File: src/rtl/adder_ring_counter.sv
// adder_ring_counter: counts rising edges of the adder's ring-oscillator output
// over a programmable window of wb_clk_i cycles.
// Optional build macro: ADDER_RING_COUNTER_PRESCALE_EN inserts a ring-clocked
// prescaler that divides ring_in by 2**PRESCALE_W ahead of the synchroniser.
module adder_ring_counter #(
    parameter int unsigned COUNT_W     = 32,
    parameter int unsigned WINDOW_W    = 32,
    parameter int unsigned SYNC_STAGES = 2,
    parameter int unsigned PRESCALE_W  = 4
) (
    input  logic                wb_clk_i,
    input  logic                rst_n,
    input  logic                ring_in,
    input  logic                start,
    input  logic [WINDOW_W-1:0] window_cycles,
    output logic                busy,
    output logic                done,
    output logic [COUNT_W-1:0]  count,
    output logic                overflow
);

    // ARM timer only has to reach SYNC_STAGES-1
    localparam int unsigned ARM_W = (SYNC_STAGES > 2) ? $clog2(SYNC_STAGES) : 1;

    typedef enum logic [1:0] {
        S_IDLE  = 2'd0,
        S_ARM   = 2'd1,
        S_COUNT = 2'd2,
        S_DONE  = 2'd3
    } state_t;

    state_t                   state_q;
    logic [ARM_W-1:0]         arm_timer_q;
    logic [WINDOW_W-1:0]      window_q;
    logic [WINDOW_W-1:0]      win_cnt_q;
    logic [SYNC_STAGES-1:0]   sync_q;
    logic                     ring_prev_q;
    logic                     ring_src;
    logic                     rise_c;

`ifdef ADDER_RING_COUNTER_PRESCALE_EN
    logic [PRESCALE_W-1:0]    prescale_q;

    // Divider clocked by the ring itself; its phase is deliberately kept across starts
    always_ff @(posedge ring_in or negedge rst_n) begin
        if (!rst_n) begin
            prescale_q <= '0;
        end else begin
            prescale_q <= prescale_q + PRESCALE_W'(1);
        end
    end

    assign ring_src = prescale_q[PRESCALE_W-1];
`else
    assign ring_src = ring_in;
`endif

    // Synchroniser plus edge-detect flop; both run continuously so ARM can flush them
    always_ff @(posedge wb_clk_i or negedge rst_n) begin
        if (!rst_n) begin
            sync_q      <= '0;
            ring_prev_q <= 1'b0;
        end else begin
            sync_q      <= {sync_q[SYNC_STAGES-2:0], ring_src};
            ring_prev_q <= sync_q[SYNC_STAGES-1];
        end
    end

    assign rise_c = sync_q[SYNC_STAGES-1] & ~ring_prev_q;

    // Measurement FSM with registered status and saturating edge count
    always_ff @(posedge wb_clk_i or negedge rst_n) begin
        if (!rst_n) begin
            state_q     <= S_IDLE;
            arm_timer_q <= '0;
            window_q    <= '0;
            win_cnt_q   <= '0;
            busy        <= 1'b0;
            done        <= 1'b0;
            count       <= '0;
            overflow    <= 1'b0;
        end else begin
            case (state_q)
                S_IDLE, S_DONE: begin
                    if (start) begin
                        state_q     <= S_ARM;
                        busy        <= 1'b1;
                        done        <= 1'b0;
                        count       <= '0;
                        overflow    <= 1'b0;
                        window_q    <= window_cycles;
                        arm_timer_q <= '0;
                    end
                end
                S_ARM: begin
                    if (arm_timer_q == ARM_W'(SYNC_STAGES - 1)) begin
                        win_cnt_q <= '0;
                        if (window_q != '0) begin
                            state_q <= S_COUNT;
                        end else begin
                            state_q <= S_DONE;
                            busy    <= 1'b0;
                            done    <= 1'b1;
                        end
                    end else begin
                        arm_timer_q <= arm_timer_q + ARM_W'(1);
                    end
                end
                S_COUNT: begin
                    if (rise_c) begin
                        if (count == '1) begin
                            overflow <= 1'b1;
                        end else begin
                            count <= count + COUNT_W'(1);
                        end
                    end
                    if (win_cnt_q == window_q - WINDOW_W'(1)) begin
                        state_q <= S_DONE;
                        busy    <= 1'b0;
                        done    <= 1'b1;
                    end else begin
                        win_cnt_q <= win_cnt_q + WINDOW_W'(1);
                    end
                end
                default: begin
                    state_q <= S_IDLE;
                    busy    <= 1'b0;
                    done    <= 1'b0;
                end
            endcase
        end
    end

endmodule

File: config.mk
export PLATFORM = sky130hd
export DESIGN_NAME = adder_ring_counter
export DESIGN_NICKNAME = d
export VERILOG_FILES = /design/src/rtl/adder_ring_counter.sv
export SDC_FILE = /design/constraint.sdc
export NUM_CORES = 1
export LEC_CHECK = 0
export ABC_CLOCK_PERIOD_IN_PS = 8000
export CAP_MARGIN = 30
export CORE_ASPECT_RATIO = 0.8
export CORE_MARGIN = 2
export CORE_UTILIZATION = 50
export DETAILED_ROUTE_END_ITERATION = 12
export GPL_TIMING_DRIVEN = 1
export HOLD_SLACK_MARGIN = 0.05
export PLACE_DENSITY = 0.72
export SYNTH_ARGS = -nofsm -noshare
export SYNTH_HDL_FRONTEND = slang
export SYNTH_SLANG_ARGS = --single-unit
File: constraint.sdc
create_clock -name wb_clk_i -period 8 [get_ports wb_clk_i]
set_clock_uncertainty 0.2 [all_clocks]
set_input_delay 0.8 -clock wb_clk_i [delete_from_list [all_inputs] [get_ports wb_clk_i]]
set_output_delay 0.8 -clock wb_clk_i [all_outputs]
set_load 0.01 [all_outputs]
======== Yosys cells after proc, flatten, opt, wreduce, memory -nomap -nowiden ========
Cells that the tools add are included.
cells by class
  bitwise logic cells ..................... 2
  multiplexer cells ....................... 27
  $add $sub $neg .......................... 4
  div/mod/pow operators ................... 0
  shift-type cells ........................ 0
  reductions and logical operators ........ 13
  eq/ne operators ......................... 13
  multipliers ............................. 0
  order comparisons ....................... 0
operators with widths
  cell                     count
  $mux W32                 5
  $pmux W32 S2             2
  $add A32 B1 Y32 const B  2
  $eq A32 B32 Y1           1
  $eq A32 B32 Y1 const B   1
  $reduce_bool A32 Y1      1
  $sub A32 B1 Y32 const B  1
  $ne A2 B2 Y1 const B     8
  $mux W1                  12
  $reduce_and A4 Y1        3
  $mux W2                  3
  $pmux W1 S3              2
  $pmux W2 S3              1
  $reduce_and A3 Y1        2
  $reduce_bool A2 Y1       3
  $eq A2 B2 Y1 const B     2
  $pmux W1 S2              2
  $reduce_and A2 Y1        2
  $eq A2 B1 Y1 const B     1
  $logic_not A2 Y1         1
  $reduce_or A2 Y1         1
  $add A1 B1 Y1 const B    1
  $and A1 B1 Y1            1
  $not A1 Y1               1
storage, ports and cells
  output and inout bits ................... 35
  memory bits (writable) .................. 0
  bits in registers ....................... 105
  bits in latches ......................... 0
  memory bits (read-only) ................. 0
  logic and storage cells ................. 69
  memories kept ........................... 0
  bits of input ports ..................... 36

======== Logic depth before layout (Yosys ltp) ========
Gate-level depths: netlist of the first run.
  depth in word-level cells ............... 4
  gate-level depth with buffers ........... 15
  gate-level depth less buffers ........... 11

======== Least setup slack after synthesis of the first run ========
Ideal clock, no wire load.
  path kind ............................... flip-flop to flip-flop
  from .................................... register window_q[3]
  to ...................................... register win_cnt_q[0]
  required time ........................... 7.675 ns
  stages on the path, launching flop included .. 12
  arrival ................................. 3.665 ns
  path buffers ............................ 2
  library setup time ...................... 0.125 ns
  clock period less this slack ............ 3.990 ns
  setup slack ............................. 4.010 ns
  cell sequence ........................... dfrtp_1 or4_1 or4_1 buf_2 or4_1 a31oi_1 a21oi_1 or4_4 nor3_4 buf_6 nor2_1 mux2_4
between the ends
  cells in the longest elaborated chain, start to end .. 4
RTL lines
  item                         RTL line  source
  from (decl)                  34        logic [WINDOW_W-1:0] window_q;
  from (signal assigned)       91        window_q <= window_cycles;
  $sub A32 B1 Y32              117       if (win_cnt_q == window_q - WINDOW_W'(1)) begin
  $eq A32 B32 Y1               117
  $ne A2 B2 Y1 (no line)       -
  $reduce_and A3 Y1 (no line)  -
  to (signal assigned)         122       win_cnt_q <= win_cnt_q + WINDOW_W'(1);
  to (decl)                    35        logic [WINDOW_W-1:0] win_cnt_q;
Every way passes these cells.
A chain may end at the register's enable or synchronous reset.

======== Worst setup path in the final report of the first run ========
Same ends and word-level chain as after synthesis.

==> results.yml, run 1 <==
sta:
  fin_setup_tns_ns: 0
  tightest_slew_ns: 0.9708
  finalMaxSlewViolations: 0
  setup_violations: 0
  fmax_mhz: 216.5
  final.setup.worst_slack_ns: 3.380
  grt_setup_unrepaired: "no"
  maxSlewHeadroom_pct: 34.68
  finalCriticalPeriod_ns: 4.620
  fin_crit_sh_pct: 57.75
  hold_violations: 0
worst_setup_path:
  slowest_stage: "or4_1"
  critPathArrivalTime_ns: 4.66
  startpoint_type: "flop"
  r2r_end: "win_cnt_q[0]"
  crit_family: "simple AND/OR/NAND/NOR gates"
  path_class: "reg -> reg"
  cp_num_cells: 10
  crit_top_cell: "or4_1"
  cp.required_ns: 8.04
  crit_fanout: 52
  r2r-start: "window_q[3]"
  r2r_slack_ns: 3.38
  critical_path.max_stage_delay_ns: 0.75
  path_cells: "or4_1 -> or4_1 -> or4_1 -> a31oi_1 -> a21oi_1 -> or4_4 -> nor3_4 -> buf_4 -> nor2_1 -> mux2_4"
  path_buf_inv: 1
  cp-end-kind: "flop"
  r2r_cells: 10
route:
  num_vias: 5571
  ant_nets: 0
  wl_mm: 16.68
  dr.pass1.iters: 5
  drt_iter0_drc: 572
  via_per_inst: 6.003
  remaining_drc_errors: 0
  wl_per_cell_um: 17.97
yosys:
  syn-cell-area_um2: 6361
  synth_warnings: 0
  postSynthNetCount: 739
  ys_seq_area_share_pct: 41.31
  postSynth.asyncResetShare_pct: 100.0
  synth.distinct_cells: 57
  ys.flop_type: "dfrtp_1"
  syn_area_per_cell_um2: 9.126
  ys_ff_latch: 105
  synth_edf_count: 0
  syn_inst: 697
die:
  core_area_um2: 12300
  dieArea_um2: 13650
  core.rowCount: 36
  die_w_um: 130.1
  start_util_pct: 51.73
  fp.dieH_um: 104.9
  ios: 71
placed_design:
  dp_slack_ns: 3.405
  place_area_um2: 7196
  place.gp.congestion: 0.9427
  port_buffers: 70
  dp_hpwl_mm: 12.22
final_layout:
  drive_above_1_share_pct: 8.983
  area_delta_synth_final_pct: 18.04
  diodes: 0
  fin_nets: 794
  finalInstanceArea_um2: 7508
clocking:
  cts_root_buf: "clkbuf_16"
  cts_buffers: 9
  worstSkewPairLatency_ns: 0.36
  numClockSinks: 105
  clkTransAtPathRegs_ns: 0.08
  postCtsSetupRepairBufs: 0
  hold_buffers: 0
  cts_max_level: 3
  cts_resized: 0
  cts.path.max_buffers: 2
  cts_tree: "yes"
global_routing:
  grt_pass1_wl_mm: 26.92
  gr-total-overflow: 0
  track_usage_pct: 25.05
  grt_start_max_net_pins: 65
  grt_pass1_vias: 5178
  antenna_found_initial: 0
worst_hold_path:
  hold_class: "reg -> reg"
  min-delay-start: "sync_q[0]"
  holdPathStages: 0
  min_to: "sync_q[1]"
pwr:
  power_mw: 2.170
  pwr-share-seq_pct: 36.7
  netSwitchingPower_uw: 872.0
  swShare_pct: 40.19
  ir_drop_mv: 0.2166
  total_leakage_power_nw: 2.977
  power-per-cell-area_nw_per_um2: 289.0
  p_int_mw: 1.298
  power_frac_comb_pct: 41.8
  p_clk_share_pct: 21.5
run:
  maxCapViolCount: 0
outcome:
  status: "completed"
==> registers in the layout, indices dropped and copies added, names as in the netlist <==
register and flops:
win_cnt_q 32, window_q 32, count 32, arm_timer_q 1, done 1, overflow 1, sync_q 2, state_q 2
busy 1, ring_prev_q 1
==> cells in the final DEF (no fill, tap or decap), types with 21 or more instances in the layout <==
master,n
nand2_1,55
nand3_1,32
or4_1,24
o21ai_0,28
xnor2_1,31
nor3_1,21
or3_1,25
xor2_1,39
clkdlybuf4s50_1,69
a21oi_1,35
mux2_2,32
dfrtp_1,105
nor2_1,65
==> logic make-up (layout without fill, tap and decap cells) <==
kind of cell / Yosys count / in the layout / share of synthesized area [%]
AND/OR/NAND/NOR: 315 / 315 / 26.51
buffers and inverters: 44 / 104 / 3.029
flip-flops: 105 / 105 / 41.31
AO/OA/AOI/OAI: 120 / 120 / 11.80
adder cells (fa/ha/maj): 6 / 6 / 1.180
multiplexers: 37 / 37 / 6.530
XOR/XNOR: 70 / 70 / 9.638
==> stage by stage <==
step / hold WS [ns] / instances / utilization (%)
final: 0.1610 / 928 / 61.06
after global routing: 0.1684 / 928 / 61.06
after CTS: 0.1639 / 928 / 61.06
after detailed placement: 0.1466 / 912 / 58.52
after global placement: 0.1342 / 911 / 58.29
after floorplan: 0.1312 / 697 / -
==> worst max-delay path by stage <==
stage                             from  slack (ns)      endpoint
after floorplan            window_q[3]        4.01  win_cnt_q[0]
after global placement     window_q[3]        3.49  win_cnt_q[0]
after detailed placement   window_q[3]        3.41  win_cnt_q[0]
after CTS                  window_q[3]        3.39  win_cnt_q[0]
after global routing      window_q[18]        3.09  win_cnt_q[0]
final                      window_q[3]        3.38  win_cnt_q[0]
==> synth_stat cells, types with 4 or more instances <==
cell type / instances / area [um^2]
a21oi_1: 35 / 175.2
a31oi_1: 6 / 37.54
and2_1: 5 / 31.28
and3_1: 16 / 100.1
and4_1: 7 / 61.31
buf_2: 7 / 35.03
clkbuf_1: 22 / 82.58
dfrtp_1: 105 / 2628
ha_1: 6 / 75.07
inv_1: 12 / 45.04
mux2_2: 32 / 360.4
mux2i_1: 4 / 40.04
nand2_1: 55 / 206.5
nand2b_1: 10 / 62.56
nand3_1: 32 / 160.2
nand4_1: 20 / 125.1
nor2_1: 67 / 251.5
nor2b_1: 4 / 25.02
nor3_1: 21 / 105.1
nor4_1: 14 / 87.58
o211ai_1: 9 / 67.56
o21ai_0: 28 / 140.1
o31ai_1: 11 / 82.58
or3_1: 25 / 156.4
or4_1: 24 / 180.2
xnor2_1: 31 / 271.5
xor2_1: 39 / 341.6
==> worst reg2reg max path, stage by stage (launching register included) <==
cell,delay (ns)
dfrtp_1,0.44
or4_1,0.75
or4_1,0.73
or4_1,0.55
a31oi_1,0.17
a21oi_1,0.11
or4_4,0.58
nor3_4,0.16
buf_4,0.39
nor2_1,0.11
mux2_4,0.31
==> power groups by stage <==
stage / sequential (mW) / clock, mW / combinational (mW)
final: 0.796 / 0.467 / 0.907
after floorplan: 0.742 / 0 / 0.698
after global routing: 0.814 / 0.495 / 0.998
after global placement: 0.795 / 0 / 0.859
after CTS: 0.792 / 0.473 / 0.902
after detailed placement: 0.800 / 0 / 0.892
==> layer usage <==
layer | share of wire [%] | global-route usage (%)
met4 | 1.0 | 5.530
met5 | 0 | 0
met1 | 49 | 39.08
met3 | 8.2 | 7.066
met2 | 42 | 34.14
==> layout make-up <==
type | instances | area, um^2
Inverter | 12 | 45.04
Clock buffer | 10 | 239.0
Timing Repair Buffer | 76 | 763.2
Tap cell | 171 | 214.0
Sequential cell | 105 | 2628
Clock inverter | 6 | 73.82
Multi-Input combinational cell | 548 | 3546
Fill cell | 1073 | 4788
(Power assumes the default switching activity.)
==> run 2: changes to the inputs <==
--- a/config.mk
+++ b/config.mk
@@ -5,7 +5,7 @@
 export SDC_FILE = /design/constraint.sdc
 export NUM_CORES = 1
 export LEC_CHECK = 0
-export ABC_CLOCK_PERIOD_IN_PS = 8000
+export ABC_CLOCK_PERIOD_IN_PS = 4600
 export CAP_MARGIN = 30
 export CORE_ASPECT_RATIO = 0.8
 export CORE_MARGIN = 2
==> constraint.sdc (replaced) <==
create_clock -name wb_clk_i -period 4.6 [get_ports wb_clk_i]
set_clock_uncertainty 0.2 [all_clocks]
set_input_delay 0.46 -clock wb_clk_i [delete_from_list [all_inputs] [get_ports wb_clk_i]]
set_output_delay 0.46 -clock wb_clk_i [all_outputs]
set_load 0.01 [all_outputs]
==> results.yml, run 2 (synthesis results as in run 1) <==
outcome:
  status: "completed"
worst_setup_path:
  cp-end-kind: "flop"
  startpoint_type: "flop"
  r2r_cells: 10
  path_buf_inv: 1
  slowest_stage: "or4_1"
  critical_path.max_stage_delay_ns: 0.72
  critPathArrivalTime_ns: 4.30
  path_class: "reg -> reg"
  r2r-start: "window_q[3]"
  cp-startpoint: "window_q[3]"
  cp.required_ns: 4.60
  path_cells: "or4_1 -> or4_1 -> or4_1 -> a31oi_1 -> a21oi_1 -> or4_4 -> nor3_4 -> buf_12 -> or4_1 -> a21oi_1"
  crit_top_cell: "or4_1"
  cp_num_cells: 10
  crit_family: "simple AND/OR/NAND/NOR gates"
  crit_fanout: 51
pwr:
  power-per-cell-area_nw_per_um2: 505.4
  power_mw: 3.853
  ir_drop_mv: 0.3518
  total_leakage_power_nw: 3.035
final_layout:
  layoutNonFillerInstCount: 936
  diodes: 0
  finalInstanceArea_um2: 7624
  layout_commonest_cell: "dfrtp_1"
  final_cell_mix: "105 x dfrtp_1, 69 x clkdlybuf4s50_1, 65 x nor2_1"
  drive_above_1_share_pct: 9.542
  fin_util_pct: 62.00
  biggestRegsByFlops: "count x32, win_cnt_q x32, window_q x32"
  area_delta_synth_final_pct: 19.85
  fin_nets: 802
clocking:
  cts_tree: "yes"
  postCtsSetupRepairBufs: 0
  cts_max_level: 3
  cts_root_buf: "clkbuf_16"
  clkTransAtPathRegs_ns: 0.07
  numClockSinks: 105
  worstSkewPairLatency_ns: 0.36
  cts_buffers: 9
  hold_buffers: 0
  cts_resized: 0
  cts.path.max_buffers: 2
die:
  die_w_um: 130.1
  core.rowCount: 36
  fp.dieH_um: 104.9
  dieArea_um2: 13650
  core_area_um2: 12300
  ios: 71
  start_util_pct: 51.73
sta:
  setup_violations: 0
  hold_violations: 0
  maxSlewHeadroom_pct: 31.46
  fin_crit_sh_pct: 93.52
  fmax_mhz: 232.5
  finalCriticalPeriod_ns: 4.302
  grt_setup_unrepaired: "no"
  finalMaxSlewViolations: 0
  tightest_slew_ns: 1.027
  fin_setup_tns_ns: 0
worst_hold_path:
  min-delay-start: "sync_q[0]"
  holdPathStages: 0
  hold_class: "reg -> reg"
global_routing:
  track_usage_pct: 25.84
  grt_pass1_vias: 5398
  gr-total-overflow: 0
  grt_start_max_net_pins: 78
  antenna_found_initial: 0
  grt_pass1_wl_mm: 27.60
run:
  maxCapViolCount: 0
route:
  wl_per_cell_um: 17.84
  drt_iter0_drc: 561
  remaining_drc_errors: 0
  via_per_inst: 6.044
  wl_mm: 16.69
  dr.pass1.iters: 4
  num_vias: 5657
  ant_nets: 0
placed_design:
  place_area_um2: 7241
  dp_hpwl_mm: 12.33
  place.gp.congestion: 0.9707
  port_buffers: 70
  placed_cells: 918
==> run 2: area by class of cell <==
| type | instances | area (um^2) |
|---|---|---|
| inverter | 12 | 45.04 |
| multi-input combinational | 548 | 3546 |
| clock buffer | 12 | 246.5 |
| fill | 1055 | 4673 |
| clock inverter | 4 | 98.84 |
| sequential | 105 | 2628 |
| tap | 171 | 214.0 |
| timing repair buffer | 84 | 845.8 |
==> run 2: power by group <==
part	switching, mW	leakage (nW)	total [mW]	internal (mW)
Clock	0.346	0.167	0.895	0.549
Sequential	0.255	1.38	1.37	1.11
Combinational	0.883	1.49	1.59	0.708
==> run 2: metrics by stage <==
stage	setup WS, ns	hold slack, ns
final	0.2981	0.1578
after global routing	0.1198	0.1754
after CTS	0.3320	0.09669
after detailed placement	0.3400	0.1450
after global placement	0.4400	0.1350
after floorplan	0.6096	-0.03559
==> run 2: metal layers <==
layer | vias up | global-route usage (%) | wire length, um
li1 | 2689 | - | -
met1 | 2792 | 40.38 | 8290
met2 | 158 | 36.50 | 7208
met3 | 18 | 4.608 | 991
met4 | 0 | 6.912 | 204
met5 | - | 0 | 0
==> run 2: final timing paths <==
kind	end	slack [ns]
hold reg to reg	sync_q[1]	0.16
setup reg to reg	win_cnt_q[26]	0.30
max in group asynchronous	window_q[13]	2.94
min in group asynchronous	win_cnt_q[25]	0.26
setup / recovery	win_cnt_q[26]	0.30
hold / removal	sync_q[1]	0.16
==> run 2: worst register-to-register path, cell delays in order (launching register included) <==
cell and delay (ns):
dfrtp_1 0.43, or4_1 0.65, or4_1 0.72, or4_1 0.55, a31oi_1 0.18, a21oi_1 0.12, or4_4 0.57, nor3_4 0.24
buf_12 0.24, or4_1 0.16, a21oi_1 0.06
==> run 3: changes to the inputs <==
--- a/config.mk
+++ b/config.mk
@@ -5,6 +5,7 @@
 export SDC_FILE = /design/constraint.sdc
 export NUM_CORES = 1
 export LEC_CHECK = 0
+export ABC_AREA = 1
 export ABC_CLOCK_PERIOD_IN_PS = 4600
 export CAP_MARGIN = 30
 export CORE_ASPECT_RATIO = 0.8
@@ -13,7 +14,7 @@
 export DETAILED_ROUTE_END_ITERATION = 12
 export GPL_TIMING_DRIVEN = 1
 export HOLD_SLACK_MARGIN = 0.05
-export PLACE_DENSITY = 0.72
+export PLACE_DENSITY = 0.71
 export SYNTH_ARGS = -nofsm -noshare
 export SYNTH_HDL_FRONTEND = slang
 export SYNTH_SLANG_ARGS = --single-unit
==> results.yml, run 3 <==
placed_design:
  dp_hpwl_mm: 15.92
  place.gp.congestion: 0.9931
  port_buffers: 70
  place_area_um2: 8207
yosys:
  syn_area_per_cell_um2: 6.672
  synth_warnings: 0
  postSynthNetCount: 1144
  synth_commonest_cells: "361 x nand2_1, 156 x nor2_1, 109 x inv_1"
  synth_edf_count: 0
  yosysMostFrequentCell: "nand2_1"
  synth_area_leaders: "dfrtp_1 36%, nand2_1 18%, nor2_1 8.0%, inv_1 5.6%, nand4_1 4.3%"
  syn_inst: 1102
  synthDominantCellAreaShare_pct: 35.74
  syn-cell-area_um2: 7352
  ys.flop_type: "dfrtp_1"
  ys_seq_area_share_pct: 35.74
  ys_ff_latch: 105
  postSynth.asyncResetShare_pct: 100.0
  synth.distinct_cells: 39
  yosysTopAreaCell: "dfrtp_1"
pwr:
  power_mw: 1.988
  ir_drop_mv: 0.2271
  power-per-cell-area_nw_per_um2: 232.9
  total_leakage_power_nw: 3.922
route:
  drt_iter0_drc: 804
  remaining_drc_errors: 0
  wl_per_cell_um: 15.59
  wl_mm: 21.06
  num_vias: 7433
  via_per_inst: 5.502
  ant_nets: 0
  dr.pass1.iters: 6
die:
  ios: 71
  fp.dieH_um: 112.5
  dieArea_um2: 15700
  start_util_pct: 51.25
  core_area_um2: 14350
  core.rowCount: 39
  die_w_um: 139.6
worst_setup_path:
  cp.required_ns: 4.70
  cp-startpoint: "window_q[0]"
  path_cells: "inv_1 -> ha_1 -> nand2_2 -> nor2_4 -> nand2_1 -> nand2_1 -> nand3_1 -> nor2_1 -> nand2_1 -> nor2_1 -> nand4_4 -> nand3_4 -> nand2_1 -> nand2_1"
  path_class: "reg -> reg"
  slowest_stage: "nand3_4"
  cp-end-kind: "flop"
  crit_top_cell: "nand2_1"
  r2r-start: "window_q[0]"
  path_buf_inv: 1
  crit_fanout: 32
  crit_family: "simple AND/OR/NAND/NOR gates"
  critPathArrivalTime_ns: 3.50
  startpoint_type: "flop"
  critical_path.max_stage_delay_ns: 0.48
final_layout:
  layout_commonest_cell: "nand2_1"
  drive_above_1_share_pct: 3.942
  fillCellCount: 1390
  final_cell_mix: "361 x nand2_1, 156 x nor2_1, 109 x inv_1"
  diodes: 0
  biggestRegsByFlops: "count x32, win_cnt_q x32, window_q x32"
  fin_nets: 1204
  area_delta_synth_final_pct: 16.10
  fin_util_pct: 59.50
  finalInstanceArea_um2: 8536
sta:
  finalCriticalPeriod_ns: 3.403
  hold_violations: 0
  tightest_slew_ns: 0.7771
  setup_violations: 0
  maxSlewHeadroom_pct: 48.19
  grt_setup_unrepaired: "no"
  fin_setup_tns_ns: 0
  fmax_mhz: 293.9
  finalMaxSlewViolations: 0
  fin_crit_sh_pct: 73.97
global_routing:
  grt_pass1_wl_mm: 35.47
  grt_start_max_net_pins: 76
  gr-total-overflow: 0
  antenna_found_initial: 0
  grt_pass1_vias: 6769
  track_usage_pct: 28.08
outcome:
  status: "completed"
worst_hold_path:
  hold_class: "reg -> reg"
  min-delay-start: "sync_q[0]"
run:
  maxCapViolCount: 0
clocking:
  cts_resized: 0
  cts_max_level: 3
  cts_root_buf: "clkbuf_16"
  cts.path.max_buffers: 2
  numClockSinks: 105
  worstSkewPairLatency_ns: 0.37
  cts_tree: "yes"
  postCtsSetupRepairBufs: 0
  cts_buffers: 9
  clkTransAtPathRegs_ns: 0.08
-- run 3: cell types whose count changed after synthesis, moves of 20 or more --
cell / previous run / this run
nand2_1: 55 / 361
or3_1: 25 / 0
nor2_1: 67 / 156
nand4_1: 20 / 50
nand3_1: 32 / 52
o21ai_0: 28 / 48
mux2_2: 32 / 0
or4_1: 24 / 0
inv_1: 12 / 109
-- run 3: area by class of cell --
type,instances,area (um^2),area share (%)
multi-input combinational,853,4150,48.62
sequential,105,2628,30.78
timing repair buffer,79,808.3,9.469
inverter,114,427.9,5.013
tap,184,230.2,2.697
clock buffer,9,225.2,2.639
clock inverter,7,66.31,0.7769
-- run 3: logic make-up (layout without fill, tap and decap cells) --
kind of cell / count (synthesis) / after routing / synth area share [%]
compound gates: 93 / 93 / 7.063
xor+xnor: 55 / 55 / 6.739
simple gates: 699 / 699 / 41.63
fa+ha+maj: 6 / 6 / 1.021
buf+inv: 144 / 209 / 7.811
flops: 105 / 105 / 35.74
-- run 3: repair_timing --
action	CTS	global route
endpoints found under the hold margin	0	31
hold buffers	0	1
endpoints found under the setup margin	0	0
-- run 3: power breakdown --
part | leakage, nW | switching (mW) | internal, mW
sequential | 1.26 | 0.0428 | 0.952
combinational | 2.52 | 0.0994 | 0.103
clock | 0.145 | 0.406 | 0.385
total | 3.92 | 0.548 | 1.44
-- run 3: metrics by stage --
stage | setup WS (ns) | hold WS [ns] | std cells
6_report | 1.197 | 0.1846 | 1351
3_3_place_gp | 1.141 | 0.1712 | 1332
3_5_place_dp | 1.044 | 0.1661 | 1333
4_1_cts | 1.226 | 0.1039 | 1349
2_1_floorplan | 2.145 | -0.03559 | 1102
5_1_grt | 0.8111 | 0.1851 | 1351
-- run 3: worst paths after layout --
path	end	slack [ns]	depth (start not counted)
hold reg to reg	sync_q[1]	0.18	0
max in group asynchronous	win_cnt_q[25]	2.79	4
setup / recovery	win_cnt_q[4]	1.20	14
setup reg to reg	win_cnt_q[4]	1.20	14
min in group asynchronous	window_q[31]	0.38	2
hold / removal	sync_q[1]	0.18	0
-- run 3: per-layer routing --
metal | share of wire (%) | track usage [%]
met1 | 50 | 44.60
met4 | 1.3 | 6.133
met2 | 39 | 38.20
met5 | 0 | 0
met3 | 9.1 | 6.826
-- run 3: worst register-to-register path, delay by kind of cell, from the launching register on --
| family | cells | cell delay, ns |
|---|---|---|
| AND/OR/NAND/NOR | 12 | 2.35 |
| flip-flops | 1 | 0.38 |
| adder cells (fa/ha/maj) | 1 | 0.26 |
| buffers and inverters | 1 | 0.15 |
